$ cat src/rtl/uart_transmitter_pkg.sv
// Shared UART definitions: frame states and the default bit period.
// The receiver imports the same package so both ends agree on encoding.
package uart_transmitter_pkg;

    // 115200 baud at 25 MHz.
    localparam int CYCLES_PER_BIT_DEFAULT = 217;
    localparam int DATA_BITS              = 8;

    typedef enum logic [1:0] {
        ST_IDLE  = 2'd0,
        ST_START = 2'd1,
        ST_DATA  = 2'd2,
        ST_STOP  = 2'd3
    } tx_state_e;

endpackage

$ cat src/rtl/uart_bit_timer.sv
// Bit-period counter: counts 0..CYCLES_PER_BIT-1 while enabled and raises
// o_tick on the final cycle of each bit period. Held at 0 while disabled,
// so the first period after enabling is a full one.
module uart_bit_timer
    import uart_transmitter_pkg::*;
#(
    parameter int CYCLES_PER_BIT = CYCLES_PER_BIT_DEFAULT
) (
    input  logic i_clk,
    input  logic i_reset,
    input  logic i_en,
    output logic o_tick
);

    localparam int              CW  = (CYCLES_PER_BIT > 1) ? $clog2(CYCLES_PER_BIT) : 1;
    localparam logic [CW-1:0]   TOP = CW'(CYCLES_PER_BIT - 1);

    logic [CW-1:0] cnt_q, cnt_d;

    // Next count: wrap at the top value, park at zero when disabled.
    always_comb begin
        cnt_d = cnt_q;
        if (!i_en || cnt_q == TOP) begin
            cnt_d = '0;
        end else begin
            cnt_d = cnt_q + 1'b1;
        end
    end

    // Counter register.
    always_ff @(posedge i_clk) begin
        if (i_reset) begin
            cnt_q <= '0;
        end else begin
            cnt_q <= cnt_d;
        end
    end

    assign o_tick = i_en && (cnt_q == TOP);

endmodule

$ cat src/rtl/uart_transmitter.sv
// UART transmitter: 8N1, LSB first, with a one-byte holding register so
// the next byte can be queued while the current frame shifts out and
// frames run back-to-back.
module uart_transmitter
    import uart_transmitter_pkg::*;
#(
    parameter int CYCLES_PER_BIT = CYCLES_PER_BIT_DEFAULT
) (
    input  logic       i_clk,
    input  logic       i_reset,
    input  logic       i_tx_valid,
    input  logic [7:0] i_tx_byte,
    output logic       o_tx_ready,
    output logic       o_serial_tx,
    output logic       o_tx_busy,
    output logic       o_tx_done
);

    tx_state_e  state_q, state_d;
    logic [7:0] shift_q, shift_d;
    logic [7:0] hold_q, hold_d;
    logic       hold_full_q, hold_full_d;
    logic [2:0] bit_idx_q, bit_idx_d;
    logic       tx_q, tx_d;
    logic       done_q, done_d;
    logic       tick;
    logic       accept;

    assign accept = i_tx_valid && !hold_full_q;

    uart_bit_timer #(
        .CYCLES_PER_BIT(CYCLES_PER_BIT)
    ) u_timer (
        .i_clk  (i_clk),
        .i_reset(i_reset),
        .i_en   (state_q != ST_IDLE),
        .o_tick (tick)
    );

    // Frame sequencing, shift/holding register updates and the next line level.
    always_comb begin
        state_d     = state_q;
        shift_d     = shift_q;
        hold_d      = hold_q;
        hold_full_d = hold_full_q;
        bit_idx_d   = bit_idx_q;
        done_d      = 1'b0;

        case (state_q)
            ST_IDLE: begin
                // From idle the byte bypasses the holding register.
                if (accept) begin
                    shift_d = i_tx_byte;
                    state_d = ST_START;
                end
            end
            ST_START: begin
                if (accept) begin
                    hold_d      = i_tx_byte;
                    hold_full_d = 1'b1;
                end
                if (tick) begin
                    state_d   = ST_DATA;
                    bit_idx_d = '0;
                end
            end
            ST_DATA: begin
                if (accept) begin
                    hold_d      = i_tx_byte;
                    hold_full_d = 1'b1;
                end
                if (tick) begin
                    shift_d = {1'b0, shift_q[7:1]};
                    if (bit_idx_q == 3'(DATA_BITS - 1)) begin
                        state_d = ST_STOP;
                    end else begin
                        bit_idx_d = bit_idx_q + 1'b1;
                    end
                end
            end
            ST_STOP: begin
                if (tick) begin
                    done_d = 1'b1;
                    if (hold_full_q) begin
                        // Queued byte starts immediately; accept is blocked here.
                        shift_d     = hold_q;
                        hold_full_d = 1'b0;
                        state_d     = ST_START;
                    end else if (accept) begin
                        // Late arrival on the last stop cycle: skip the holding register.
                        shift_d = i_tx_byte;
                        state_d = ST_START;
                    end else begin
                        state_d = ST_IDLE;
                    end
                end else if (accept) begin
                    hold_d      = i_tx_byte;
                    hold_full_d = 1'b1;
                end
            end
            default: begin
                state_d = ST_IDLE;
            end
        endcase

        // Line is registered from the next state so it tracks state_q exactly.
        case (state_d)
            ST_START: tx_d = 1'b0;
            ST_DATA:  tx_d = shift_d[0];
            default:  tx_d = 1'b1;
        endcase
    end

    // State, datapath and output registers.
    always_ff @(posedge i_clk) begin
        if (i_reset) begin
            state_q     <= ST_IDLE;
            shift_q     <= '0;
            hold_q      <= '0;
            hold_full_q <= 1'b0;
            bit_idx_q   <= '0;
            tx_q        <= 1'b1;
            done_q      <= 1'b0;
        end else begin
            state_q     <= state_d;
            shift_q     <= shift_d;
            hold_q      <= hold_d;
            hold_full_q <= hold_full_d;
            bit_idx_q   <= bit_idx_d;
            tx_q        <= tx_d;
            done_q      <= done_d;
        end
    end

    assign o_tx_ready  = !hold_full_q;
    assign o_serial_tx = tx_q;
    assign o_tx_busy   = (state_q != ST_IDLE);
    assign o_tx_done   = done_q;

endmodule

$ cat config.mk
export PLATFORM = sky130hd
export DESIGN_NAME = uart_transmitter
export DESIGN_NICKNAME = d
export VERILOG_FILES = /design/src/rtl/uart_transmitter_pkg.sv /design/src/rtl/uart_bit_timer.sv /design/src/rtl/uart_transmitter.sv
export SDC_FILE = /design/constraint.sdc
export NUM_CORES = 1
export LEC_CHECK = 0
export ABC_AREA = 1
export BUFFER_PORTS_ARGS = -buffer_cell sky130_fd_sc_hd__buf_2
export CAP_MARGIN = 20
export CELL_PAD_IN_SITES_DETAIL_PLACEMENT = 1
export CELL_PAD_IN_SITES_GLOBAL_PLACEMENT = 2
export CORE_MARGIN = 8
export CORE_UTILIZATION = 30
export DETAILED_ROUTE_END_ITERATION = 8
export PLACE_DENSITY = 0.73
export SETUP_SLACK_MARGIN = 0.02
export SLEW_MARGIN = 30
export SYNTH_ARGS = -nofsm -noshare
export SYNTH_HDL_FRONTEND = slang
export SYNTH_SLANG_ARGS = --single-unit
$ cat constraint.sdc
create_clock -name i_clk -period 1.58 [get_ports i_clk]
set_input_delay 0.158 -clock i_clk [delete_from_list [all_inputs] [get_ports i_clk]]
set_output_delay 0.158 -clock i_clk [all_outputs]
set_load 0.05 [all_outputs]
### After elaboration in Yosys (flattened, before gate mapping)

Cells that the tools add are included.

| word-level totals | value |
|---|---|
| flip-flop bits (word level) | 32 |
| latch bits | 0 |
| memory bits (writable) | 0 |
| bits in read-only memories | 0 |
| input bits | 11 |
| output and inout port bits | 4 |
| word-level logic and storage cells | 65 |
| memories | 0 |

| operators by class | value |
|---|---|
| add/sub/neg operators | 2 |
| multiply operators | 0 |
| divide/modulo/power cells | 0 |
| magnitude comparators | 0 |
| equal/unequal tests | 12 |
| shift operators | 0 |
| mux-type cells | 25 |
| bitwise operators | 1 |
| reduce and logical (&&, ||, !) cells | 16 |

Operators with widths:

| cell | number |
|---|---|
| $mux 8 | 6 |
| $pmux 8 s3 | 1 |
| $pmux 8 s2 | 1 |
| $mux 2 | 5 |
| $ne 2x2->1 const B | 5 |
| $mux 3 | 3 |
| $add 8x1->8 const B | 1 |
| $eq 8x8->1 const B | 1 |
| $pmux 2 s4 | 1 |
| $eq 2x2->1 const B | 3 |
| $pmux 3 s2 | 1 |
| $reduce_bool 2->1 | 3 |
| $reduce_or 2->1 | 3 |
| $mux 1 | 5 |
| $eq 2x1->1 const B | 2 |
| $pmux 1 s2 | 2 |
| $reduce_and 4->1 | 1 |
| $add 3x1->3 const B | 1 |
| $eq 3x3->1 const B | 1 |
| $reduce_and 3->1 | 1 |
| $reduce_bool 3->1 | 1 |
| $logic_and 1x1->1 | 2 |
| $logic_not 1->1 | 2 |
| $logic_not 2->1 | 1 |
| other kinds (3) | 3 |

### Longest topological paths before layout

Gate-level depths: netlist (run 1).

| depth | value |
|---|---|
| depth in word-level cells | 8 |
| gate-level depth with buffers | 13 |
| gate-level depth less buffers | 13 |

### Modules after synthesis

From an unflattened synthesis (run 1), not the netlist that was laid out.

| unflattened totals | value |
|---|---|
| cell total of the unflattened synthesis | 271 |
| area, all modules | 1,786.7 sq um |

Modules (own cells, without submodules):

| module | instances | cells an instance | area each (sq um) | seq. area each (sq um) |
|---|---|---|---|---|
| uart_transmitter | 1 | 213 | 1,366.3 | 480.5 |
| uart_bit_timer | 1 | 58 | 420.4 | 160.2 |

### Worst setup path before layout (run 1)

No wires, ideal clock.

| path | value |
|---|---|
| kind | register to register |
| start point | register state_q[1] |
| end point | register hold_q[3] |
| setup time | 115 ps |
| data arrival time | 1,947 ps |
| data required time | 1,465 ps |
| setup slack | -482 ps |
| stages on the path, launching flop included | 11 |
| path buffers | 1 |
| clock period less this slack | 2,062 ps |
| cells stage by stage | dfxtp_1 inv_1 ha_1 clkinv_1 nand3_4 nor2_8 inv_4 nand2_4 buf_8 o21ai_2 a21oi_2 |

| on the way | value |
|---|---|
| word-level cells in the longest chain between the ends | 4 |
| elaborated cells on any way between the ends | 10 |
| those cells by class | eq/ne: 4; mux: 1; reduce/logical: 5 |

Ends and longest elaborated chain:

| element | line | RTL |
|---|---|---|
| from (decl) | uart_transmitter.sv:19 | `tx_state_e state_q, state_d;` |
| from (signal assigned) | uart_transmitter.sv:125 | `state_q <= state_d;` |
| $reduce_bool 2->1 | - |  |
| named net o_tx_busy | uart_transmitter.sv:15 | `output logic o_tx_busy,` |
| $logic_and 1x1->1 | uart_bit_timer.sv:39 | `assign o_tick = i_en && (cnt_q == TOP);` |
| $ne 2x2->1 (no source line) | - |  |
| $reduce_and 2->1 (no source line) | - |  |
| to (signal assigned) | uart_transmitter.sv:127 | `hold_q <= hold_d;` |
| to (decl) | uart_transmitter.sv:21 | `logic [7:0] hold_q, hold_d;` |

The timed path passes the listed nets, and every way through them passes these cells.
A chain may end at the register's enable or synchronous reset.

### Final worst setup path (run 1)

| path | value |
|---|---|
| start point | register u_timer.cnt_q[0] |
| end point | register tx_q (netlist: o_serial_tx) |

| on the way | value |
|---|---|
| word-level cells in the longest chain between the ends | 6 |
| elaborated cells on any way between the ends | 12 |
| those cells by class | eq/ne: 3; mux: 8; reduce/logical: 1 |

Ends and longest elaborated chain:

| element | line | RTL |
|---|---|---|
| from (decl) | uart_bit_timer.sv:18 | `logic [CW-1:0] cnt_q, cnt_d;` |
| from (signal assigned) | uart_bit_timer.sv:35 | `cnt_q <= cnt_d;` |
| $eq 8x8->1 * | uart_bit_timer.sv:39 |  |
| $logic_and 1x1->1 * | uart_bit_timer.sv:39 |  |
| $mux 2, on equally long branches | uart_transmitter.sv:82, uart_transmitter.sv:62, uart_transmitter.sv:72 |  |
| $pmux 2 s4 | uart_transmitter.sv:49 | `case (state_q)` |
| $eq 2x2->1 or $eq 2x1->1 (tied branches) | uart_transmitter.sv:107 | `case (state_d)` |
| $pmux 1 s2 * | uart_transmitter.sv:107 |  |
| to (signal assigned) | uart_transmitter.sv:130 | `tx_q <= tx_d;` |
| to (decl) | uart_transmitter.sv:24 | `logic tx_q, tx_d;` |

Every way passes the cells marked *; elsewhere a longest branch is shown, timed or not. The select of a mux whose other input is x is not followed.

==> flow_metrics.py, run 1 <==
metrics = {
    "sta": {
        "clock_skew_ps": 10.66,
        "tightest_slew_ps": 456.9,
        "hold_slack_ps": 128.4,
        "fin_crit_ps": 1536,
        "rsz0062_at_grt": "yes",
        "setup_viol": 0,
        "fmax_mhz": 651.1,
        "slew_headroom": 0.6951,
        "hold_violations": 0,
        "fin_crit_sh": 0.9721,
        "slew_viol_final": 0,
    },
    "routing": {
        "wl_per_cell_um": 13.63,
        "drtIter0Drc": 49,
        "antenna_left": 0,
        "vias": 1912,
        "vias_per_cell": 4.709,
        "firstDrtPassIters": 4,
        "routed_wirelength_mm": 5.534,
        "drc": 0,
    },
    "power": {
        "leakagePower_nw": 1.130,
        "power_density_nw_per_um2": 832.8,
        "p_total_w": 0.002107,
        "ir_drop_v": 0.0003993,
    },
    "logic_synthesis": {
        "synth-edff-count": 0,
        "avgSynthCellArea_sq_um": 6.738,
        "ys_warn_count": 0,
        "syn-instance-count": 288,
        "syn_nets": 308,
        "synth_seq_cells": 32,
        "syn_area_sq_um": 1941,
        "synth.distinct_cells": 30,
        "ys_seq_area_frac": 0.3301,
        "synth-main-ff-cell": "dfxtp_1",
        "ys_async_sr_fraction": 0,
    },
    "critical_path": {
        "end_kind": "flop",
        "crit-reg2reg-launch": "u_timer.cnt_q[0]",
        "worstPathArrival_ps": 1760,
        "critical_path_peak_fanout": 6,
        "worst_r2r_path_depth": 11,
        "worst_path_largest_cell_delay_ps": 320,
        "rr_endpoint": "o_serial_tx",
        "rrSetupSlack_ps": 40,
        "critPathKind": "reg2reg",
        "cp.required_ps": 1800,
        "cp_cell_sequence": "inv_2 > ha_4 > nand2_4 > nor2_4 > nand3_4 > buf_4 > nand2_1 > nand3_1 > nand3_1 > nand2_1 > a21oi_1",
        "worst_setup_path_start_kind": "flop",
        "crit_buf_inv": 2,
        "critPathSlowestCell": "dfxtp_2",
        "path_delay_family": "simple AND/OR/NAND/NOR gates",
    },
    "min_path": {
        "min_delay_path_depth": 3,
        "holdPathEnd": "hold_q[6]",
        "hp-start": "i_tx_byte[6]",
        "hold_class": "in2reg",
    },
    "die": {
        "die_h_um": 96.43,
        "ioPinCount": 15,
        "die-width_um": 96.43,
        "num_rows": 29,
        "core_area_sq_um": 6314,
        "dieArea_sq_um": 9299,
        "start_util": 0.3074,
    },
    "cells_and_area": {
        "fin_nets": 348,
        "area.growth.synth_to_final_pct": 30.37,
        "drive_above_1_share": 0.3252,
        "fin_cells": 406,
        "fin_area_sq_um": 2530,
        "num_antenna_cells": 0,
    },
    "placement": {
        "placed_cells": 391,
        "placed_cell_area_sq_um": 2212,
        "io_buffers": 14,
        "hpwl_mm": 4.198,
        "gp_congestion": 0.7477,
    },
    "clock_network": {
        "cts_tree": "done",
        "clock_sinks": 32,
        "cts_root_buf": "clkbuf_8",
        "cts_inserted_buffers": 5,
        "worstSkewPairLatency_ps": 290,
        "clockBufferDepth": 2,
        "clk_pin_slew_ps": 80,
        "ctsHtreeMaxLevel": 2,
    },
    "run": {
        "maxCapViolCount": 0,
    },
    "outcome": {
        "outcome": "finished clean",
    },
    "global_route": {
        "grt_max_degree": 15,
        "grt.overflow.total": 0,
        "grt_usage": 0.1277,
        "grt_first_pass_wirelength_mm": 9.170,
        "grt_pass1_vias": 1966,
        "antenna_found_initial": 0,
    },
}
tightest hold or removal path: stages:
cell and delay (ps):
buf_2 90, o21ai_1 60, nor2_1 70
synthesized netlist by cell type (all sizes together), types with 2 or more instances:
cell | number | area share
buf | 2 | 0.014
dfxtp | 32 | 0.33
clkbuf | 5 | 0.010
or2 | 4 | 0.013
nor3b | 2 | 0.0077
clkinv | 2 | 0.0039
nor2 | 36 | 0.094
a21oi | 22 | 0.063
inv | 38 | 0.076
nand3 | 21 | 0.061
o21ai | 25 | 0.082
nand2 | 86 | 0.17
ha | 9 | 0.058
nor3 | 2 | 0.0052
stage by stage:
step / TNS, ps / worst slack (ps) / util
2_1_floorplan: 0 / 17.15 / -
3_3_place_gp: -18.70 / -7.142 / 0.3504
3_5_place_dp: -179.5 / -52.19 / 0.3504
4_1_cts: 0 / 22.58 / 0.3809
5_1_grt: -320.4 / -51.55 / 0.4007
6_report: 0 / 44.09 / 0.4007
cells in the final DEF, fill, tap and decap left out, types with 5 or more instances in the layout:
cell / n
inv_2: 5
nand3_2: 5
dfxtp_1: 27
buf_2: 13
a21oi_2: 8
ha_1: 5
clkbuf_8: 5
nand2_2: 5
nor2_1: 29
inv_1: 28
nand2_1: 78
o21ai_0: 13
a21oi_1: 14
o21ai_1: 5
nand3_1: 15
buf_4: 25
o21ai_2: 6
state kept, by name, indices dropped and copies added (netlist names):
register	count
hold_q	8
shift_q	8
u_timer.cnt_q	8
bit_idx_q	3
state_q	2
hold_full_q	1
o_serial_tx	1
o_tx_done	1
worst max-delay path by stage:
stage | from | endpoint | slack [ps] | depth (start not counted)
after floorplan | state_q[1] | hold_q[3] | 20 | 10
after global placement | u_timer.cnt_q[0] | hold_q[2] | -7 | 11
after detailed placement | u_timer.cnt_q[0] | hold_q[5] | -50 | 11
after CTS | u_timer.cnt_q[0] | shift_q[6] | 20 | 10
after global routing | u_timer.cnt_q[0] | o_serial_tx | -50 | 11
final | u_timer.cnt_q[0] | o_serial_tx | 40 | 11
routing by layer:
layer / up-vias / routed length (um) / track usage
li1: 987 / - / -
met4: 0 / 73 / 0.04540
met3: 6 / 160 / 0.02087
met5: - / 0 / 0
met2: 17 / 2804 / 0.2367
met1: 902 / 2495 / 0.1434
power breakdown:
part           switching (W)  internal (W)  total [W]
sequential         0.0000252      0.000845   0.000871
combinational       0.000265      0.000178   0.000443
clock               0.000325      0.000468   0.000793
logic make-up after synthesis:
family	count (synthesis)	synth area share
compound gates	49	0.1535
fa+ha+maj	9	0.05803
buf+inv	47	0.1038
flops	32	0.3301
simple gates	151	0.3546
cell type report:
class / instances / area (sq um)
clock buffers: 6 / 72.57
clock inverters: 2 / 35.03
fillers: 823 / 3784
inverters: 40 / 168.9
multi-input cells: 209 / 1224
flip-flops and latches: 32 / 649.4
well taps: 77 / 96.34
repair buffers: 40 / 284.0
repair_timing:
action | 4_1_cts | 5_1_grt
resized for setup | 8 | 35
setup buffers | 5 | 2
setup endpoints to repair | 15 | 29
hold buffers | 0 | 0
pin swaps | 7 | 5
Power figures use the tool's default switching activity.
==> inputs of run 2 (changes only) <==
--- a/config.mk
+++ b/config.mk
@@ -5,15 +5,14 @@
 export SDC_FILE = /design/constraint.sdc
 export NUM_CORES = 1
 export LEC_CHECK = 0
-export ABC_AREA = 1
 export BUFFER_PORTS_ARGS = -buffer_cell sky130_fd_sc_hd__buf_2
 export CAP_MARGIN = 20
 export CELL_PAD_IN_SITES_DETAIL_PLACEMENT = 1
 export CELL_PAD_IN_SITES_GLOBAL_PLACEMENT = 2
 export CORE_MARGIN = 8
-export CORE_UTILIZATION = 30
+export CORE_UTILIZATION = 32
 export DETAILED_ROUTE_END_ITERATION = 8
-export PLACE_DENSITY = 0.73
+export PLACE_DENSITY = 0.72
 export SETUP_SLACK_MARGIN = 0.02
 export SLEW_MARGIN = 30
 export SYNTH_ARGS = -nofsm -noshare
==> flow_metrics.py, run 2 <==
metrics = {
    "logic_synthesis": {
        "avgSynthCellArea_sq_um": 8.430,
        "syn-instance-count": 202,
        "synth_top_area_share": 0.3762,
        "synth.distinct_cells": 43,
        "ys_seq_area_frac": 0.3762,
        "synth.area.top_cells": "dfxtp_1, ha_1, mux2i_1",
        "ys_async_sr_fraction": 0,
        "ys_warn_count": 0,
        "syn_area_sq_um": 1703,
        "synth-edff-count": 0,
        "synth.most_common_cell": "dfxtp_1",
        "ys_top_cells_by_count": "dfxtp_1, nand2_1, nor2_1",
        "synth-main-ff-cell": "dfxtp_1",
        "yosysTopAreaCell": "dfxtp_1",
        "synth_seq_cells": 32,
        "syn_nets": 222,
    },
    "global_route": {
        "grt_pass1_vias": 1879,
        "grt.overflow.total": 0,
        "antenna_found_initial": 0,
        "grt_max_degree": 14,
        "grt_usage": 0.1415,
        "grt_first_pass_wirelength_mm": 8.680,
    },
    "cells_and_area": {
        "num_antenna_cells": 0,
        "area.growth.synth_to_final_pct": 52.90,
        "fin_nets": 281,
        "n_fill_cell": 610,
        "reg_top3": "hold_q (8), shift_q (8), u_timer.cnt_q (8)",
        "drive_above_1_share": 0.4466,
        "seqCellArea_sq_um": 648.1,
        "multi_input_area_sq_um": 1262,
        "final_common_cell": "buf_4",
        "final_cell_mix": "buf_4, dfxtp_1, nand2_1",
        "fin_cells": 332,
        "fin_area_sq_um": 2604,
    },
    "placement": {
        "placed_cell_area_sq_um": 2157,
        "io_buffers": 14,
        "hpwl_mm": 3.874,
        "gp_congestion": 0.7975,
        "placed_cells": 317,
    },
    "routing": {
        "wl_per_cell_um": 16.70,
        "antenna_left": 0,
        "routed_wirelength_mm": 5.545,
        "firstDrtPassIters": 4,
        "vias_per_cell": 5.148,
        "vias": 1709,
        "drc": 0,
        "drtIter0Drc": 82,
    },
    "clock_network": {
        "cts_hold_buf": 0,
        "ctsHtreeMaxLevel": 2,
        "cts_root_buf": "clkbuf_8",
        "clockBufferDepth": 2,
        "clock_sinks": 32,
        "cts_inserted_buffers": 5,
        "worstSkewPairLatency_ps": 290,
        "cts_tree": "done",
        "clk_pin_slew_ps": 70,
    },
    "critical_path": {
        "worst_setup_path_start_kind": "flop",
        "worst_path_largest_cell_delay_ps": 360,
        "critPathKind": "reg2reg",
        "path_delay_family": "compound AO/OA/AOI/OAI gates",
        "end_kind": "flop",
        "cp_cell_sequence": "inv_2 > ha_4 > buf_4 > o41ai_2 > a41oi_1 > a211oi_2 > nor3b_1 > a31oi_1",
        "critical_path_peak_fanout": 3,
        "crit_buf_inv": 2,
        "critPathSlowestCell": "dfxtp_4",
        "cp.required_ps": 1740,
        "worstPathArrival_ps": 2140,
    },
    "sta": {
        "rsz0062_at_grt": "yes",
        "fin_crit_sh": 1.252,
        "slew_viol_final": 0,
        "setup_viol": 24,
        "fin_setup_tns_ps": -5829,
        "slew_headroom": 0.7253,
        "fin_crit_ps": 1978,
        "hold_violations": 0,
        "layout_setup_ws_ps": -398.1,
        "clock_skew_ps": 7.703,
        "tightest_slew_ps": 411.2,
        "fmax_mhz": 505.5,
        "hold_slack_ps": 127.9,
    },
    "power": {
        "leakagePower_nw": 1.003,
        "power_density_nw_per_um2": 765.3,
        "ir_drop_v": 0.0004723,
    },
    "die": {
        "die_h_um": 88.95,
        "core_area_sq_um": 5107,
        "start_util": 0.3334,
        "ioPinCount": 15,
        "die-width_um": 88.95,
        "num_rows": 26,
        "dieArea_sq_um": 7912,
    },
    "outcome": {
        "violations": "negative setup slack",
        "outcome": "complete, but fails checks",
    },
    "min_path": {
        "hold_class": "in2reg",
    },
    "run": {
        "maxCapViolCount": 0,
    },
}
[run 2: changes by cell type after synthesis, sizes merged, moves of 10 or more]
| cell | delta |
|---|---|
| o21ai | -14 |
| inv | -29 |
| nor2 | -10 |
| a21oi | -10 |
| nand3 | -16 |
| mux2i | +10 |
| nand2 | -60 |
[run 2: power by group]
group	internal (W)	total (W)	switching [W]	leakage, nW
sequential	0.000837	0.000860	0.0000237	0.262
combinational	0.000186	0.000409	0.000223	0.688
clock	0.000404	0.000723	0.000319	0.0534
total	0.00143	0.00199	0.000566	1.00
[run 2: kinds of logic after synthesis]
logic type	synth area share
simple gates	0.2241
compound gates	0.1955
flops	0.3762
buf+inv	0.04188
mux	0.06539
fa+ha+maj	0.06613
xor+xnor	0.03086
[run 2: final cells by class]
class                   count  area share
flip-flops and latches     32      0.2489
multi-input cells         153      0.4849
well taps                  70     0.03364
repair buffers             60      0.1792
inverters                   9     0.01394
clock buffers               7     0.03748
clock inverters             1    0.001922
[run 2: timing repair]
| action | 4_1_cts | 5_1_grt |
|---|---|---|
| resized for setup | 27 | 41 |
| setup buffers | 3 | 4 |
| endpoints found under the setup margin | 33 | 33 |
| pin swaps | 10 | 7 |
| hold endpoints to repair | 0 | 0 |
[run 2: metal layers]
layer,part of all wire,GRT usage
met1,0.42,0.1501
met2,0.55,0.2695
met3,0.019,0.02298
met4,0.015,0.05589
met5,0,0
[run 2: path summary, 6_finish.rpt]
check | from | end | slack, ps | depth (start not counted)
max | state_q[1] | o_serial_tx | -400 | 8
min | i_tx_byte[3] | hold_q[3] | 130 | 3
max reg2reg | state_q[1] | o_serial_tx | -400 | 8
min reg2reg | shift_q[6] | shift_q[6] | 470 | 2
[run 2: stage by stage]
stage | setup slack (ps) | power [W] | util
finish | -398.1 | 0.001993 | 0.5098
global route | -470.2 | 0.002087 | 0.5098
CTS | -281.4 | 0.001956 | 0.4657
detailed placement | -440.9 | 0.001190 | 0.4223
global placement | -381.7 | 0.001177 | 0.4223
floorplan | -436.1 | 0.001065 | -
[run 2: worst reg2reg max path, cell delays in order, from the launching register on]
cell and delay (ps):
dfxtp_4 360, inv_2 50, ha_4 160, buf_4 150
o41ai_2 360, a41oi_1 110, a211oi_2 310, nor3b_1 260
a31oi_1 110
==> inputs of run 3 (changes only) <==
==> constraint.sdc (replaced) <==
create_clock -name i_clk -period 1.6 [get_ports i_clk]
set_input_delay 0.16 -clock i_clk [delete_from_list [all_inputs] [get_ports i_clk]]
set_output_delay 0.16 -clock i_clk [all_outputs]
set_load 0.05 [all_outputs]
==> flow_metrics.py, run 3 (same netlist as run 2, synthesis figures left out) <==
metrics = {
    "routing": {
        "drc": 0,
        "firstDrtPassIters": 4,
        "drtIter0Drc": 54,
        "vias": 1748,
        "wl_per_cell_um": 17.27,
        "routed_wirelength_mm": 5.873,
        "antenna_left": 0,
        "vias_per_cell": 5.141,
    },
    "clock_network": {
        "clockBufferDepth": 2,
        "worstSkewPairLatency_ps": 290,
        "cts_inserted_buffers": 5,
        "ctsHtreeMaxLevel": 2,
        "cts_tree": "done",
        "clk_pin_slew_ps": 70,
        "clock_sinks": 32,
        "cts_root_buf": "clkbuf_8",
    },
    "power": {
        "power_density_nw_per_um2": 749.1,
        "switching_share": 0.2846,
        "leakagePower_nw": 1.060,
        "intPower_w": 0.001419,
        "seqPwrFrac": 0.428,
        "p_total_w": 0.001983,
        "power.share.combinational": 0.212,
        "clkPwrFrac": 0.360,
        "p_switching_w": 0.0005645,
        "ir_drop_v": 0.0003309,
    },
    "die": {
        "die_h_um": 88.95,
        "ioPinCount": 15,
        "core_area_sq_um": 5107,
        "die-width_um": 88.95,
        "start_util": 0.3334,
        "num_rows": 26,
        "dieArea_sq_um": 7912,
    },
    "cells_and_area": {
        "num_antenna_cells": 0,
        "reg_top3": "hold_q (8), shift_q (8), u_timer.cnt_q (8)",
        "drive_above_1_share": 0.4296,
        "final_cell_mix": "buf_4, dfxtp_1, nand2_1",
        "area.growth.synth_to_final_pct": 55.47,
        "fin_nets": 289,
        "final_common_cell": "buf_4",
        "fin_cells": 340,
    },
    "critical_path": {
        "critPathKind": "reg2reg",
        "startpoint": "state_q[0]",
        "critical_path_peak_fanout": 8,
        "rrSetupSlack_ps": -330,
        "crit-reg2reg-launch": "state_q[0]",
        "cp_cell_sequence": "inv_4 > ha_4 > or4b_4 > nor2_4 > buf_6 > a21oi_4 > mux2i_1 > nor2_1",
        "crit_buf_inv": 2,
        "worstSetupPathDepth": 8,
        "worstPathArrival_ps": 2100,
        "worst_r2r_path_depth": 8,
        "endpoint": "hold_q[5]",
        "path_delay_family": "simple AND/OR/NAND/NOR gates",
        "worst_setup_path_start_kind": "flop",
        "rr_endpoint": "hold_q[5]",
        "cp.required_ps": 1760,
        "worst_path_largest_cell_delay_ps": 560,
        "end_kind": "flop",
        "critPathSlowestCell": "or4b_4",
    },
    "placement": {
        "gp_congestion": 0.7911,
        "hpwl_mm": 4.115,
        "placed_cells": 321,
        "io_buffers": 14,
    },
    "min_path": {
        "hold_class": "in2reg",
    },
    "sta": {
        "hold_violations": 0,
        "fin_crit_sh": 1.209,
        "rsz0062_at_grt": "yes",
        "slew_viol_final": 0,
        "tightest_slew_ps": 478.6,
        "hold_slack_ps": 128.4,
        "setup_viol": 24,
        "fmax_mhz": 517.1,
        "slew_headroom": 0.6802,
        "clock_skew_ps": 6.985,
        "fin_crit_ps": 1934,
        "layout_setup_ws_ps": -334.0,
    },
    "global_route": {
        "grt_usage": 0.1609,
        "grt_max_degree": 17,
        "grt.overflow.total": 0,
        "grt_pass1_vias": 1983,
        "grt_first_pass_wirelength_mm": 9.708,
        "antenna_found_initial": 0,
    },
    "outcome": {
        "outcome": "complete, but fails checks",
        "violations": "negative setup slack",
    },
    "run": {
        "maxCapViolCount": 0,
    },
}
run 3: changes by cell type in the layout (fill, tap and decap cells not counted), moves of 2 or more:
cell,change
buf_6,+6
buf_4,+4
inv_2,-4
o21ai_1,+3
a21oi_1,+2
a21oi_2,-2
a221oi_1,-2
a221oi_2,+2
buf_8,-2
inv_1,+2
o21ai_0,-2
run 3: worst min-delay path, delay by kind of cell:
family / cells / cell delay (ps)
multiplexers: 1 / 60
AND/OR/NAND/NOR: 1 / 70
buffers and inverters: 1 / 90
run 3: power groups by stage:
| stage | Clock (W) | Sequential (W) | Combinational, W |
|---|---|---|---|
| 3_5_place_dp | 0 | 0.000863 | 0.000321 |
| 4_1_cts | 0.000733 | 0.000848 | 0.000383 |
| 2_1_floorplan | 0 | 0.000872 | 0.000179 |
| 6_report | 0.000714 | 0.000850 | 0.000420 |
| 3_3_place_gp | 0 | 0.000862 | 0.000307 |
| 5_1_grt | 0.000780 | 0.000853 | 0.000455 |
run 3: worst min path at each step:
stage                            start        end  slack, ps  cells past startpoint
after detailed placement  i_tx_byte[1]  hold_q[1]        420                      3
after global routing      i_tx_byte[6]  hold_q[6]        130                      3
after floorplan           i_tx_byte[0]  hold_q[0]        310                      2
final                     i_tx_byte[3]  hold_q[3]        130                      3
after CTS                 i_tx_byte[5]  hold_q[5]        130                      3
after global placement    i_tx_byte[4]  hold_q[4]        410                      3
run 3: final cells by class:
class,instances,area [sq um]
Inverter,9,43.79
Multi-Input combinational cell,153,1232
Sequential cell,32,646.9
Clock inverter,1,5.005
Timing Repair Buffer,68,534.3
Fill cell,598,2460
Clock buffer,7,97.59
Tap cell,70,87.58
run 3: timing repair:
item / 4_1_cts / 5_1_grt
buffers inserted: 9 / 2
setup endpoints to repair: 33 / 33
resized for setup: 51 / 14
hold buffers: 0 / 0
pin swaps: 22 / 14
run 3: per-stage QoR:
stage	util	setup WS (ps)	setup TNS [ps]	cell area (sq um)
finish	0.5184	-334.0	-5564	2648
global route	0.5184	-415.1	-7344	2648
CTS	0.5015	-286.0	-4831	2561
detailed placement	0.4282	-419.0	-7254	2187
global placement	0.4282	-299.4	-5090	2187
floorplan	-	-416.1	-6416	1744
run 3: per-layer routing:
metal | up-vias | routed length [um] | global-route usage | part of all wire
li1 | 856 | - | - | -
met1 | 863 | 2418 | 0.1667 | 0.41
met2 | 22 | 3210 | 0.3026 | 0.55
met3 | 7 | 170 | 0.03952 | 0.029
met4 | 0 | 75 | 0.06193 | 0.013
met5 | - | 0 | 0 | 0
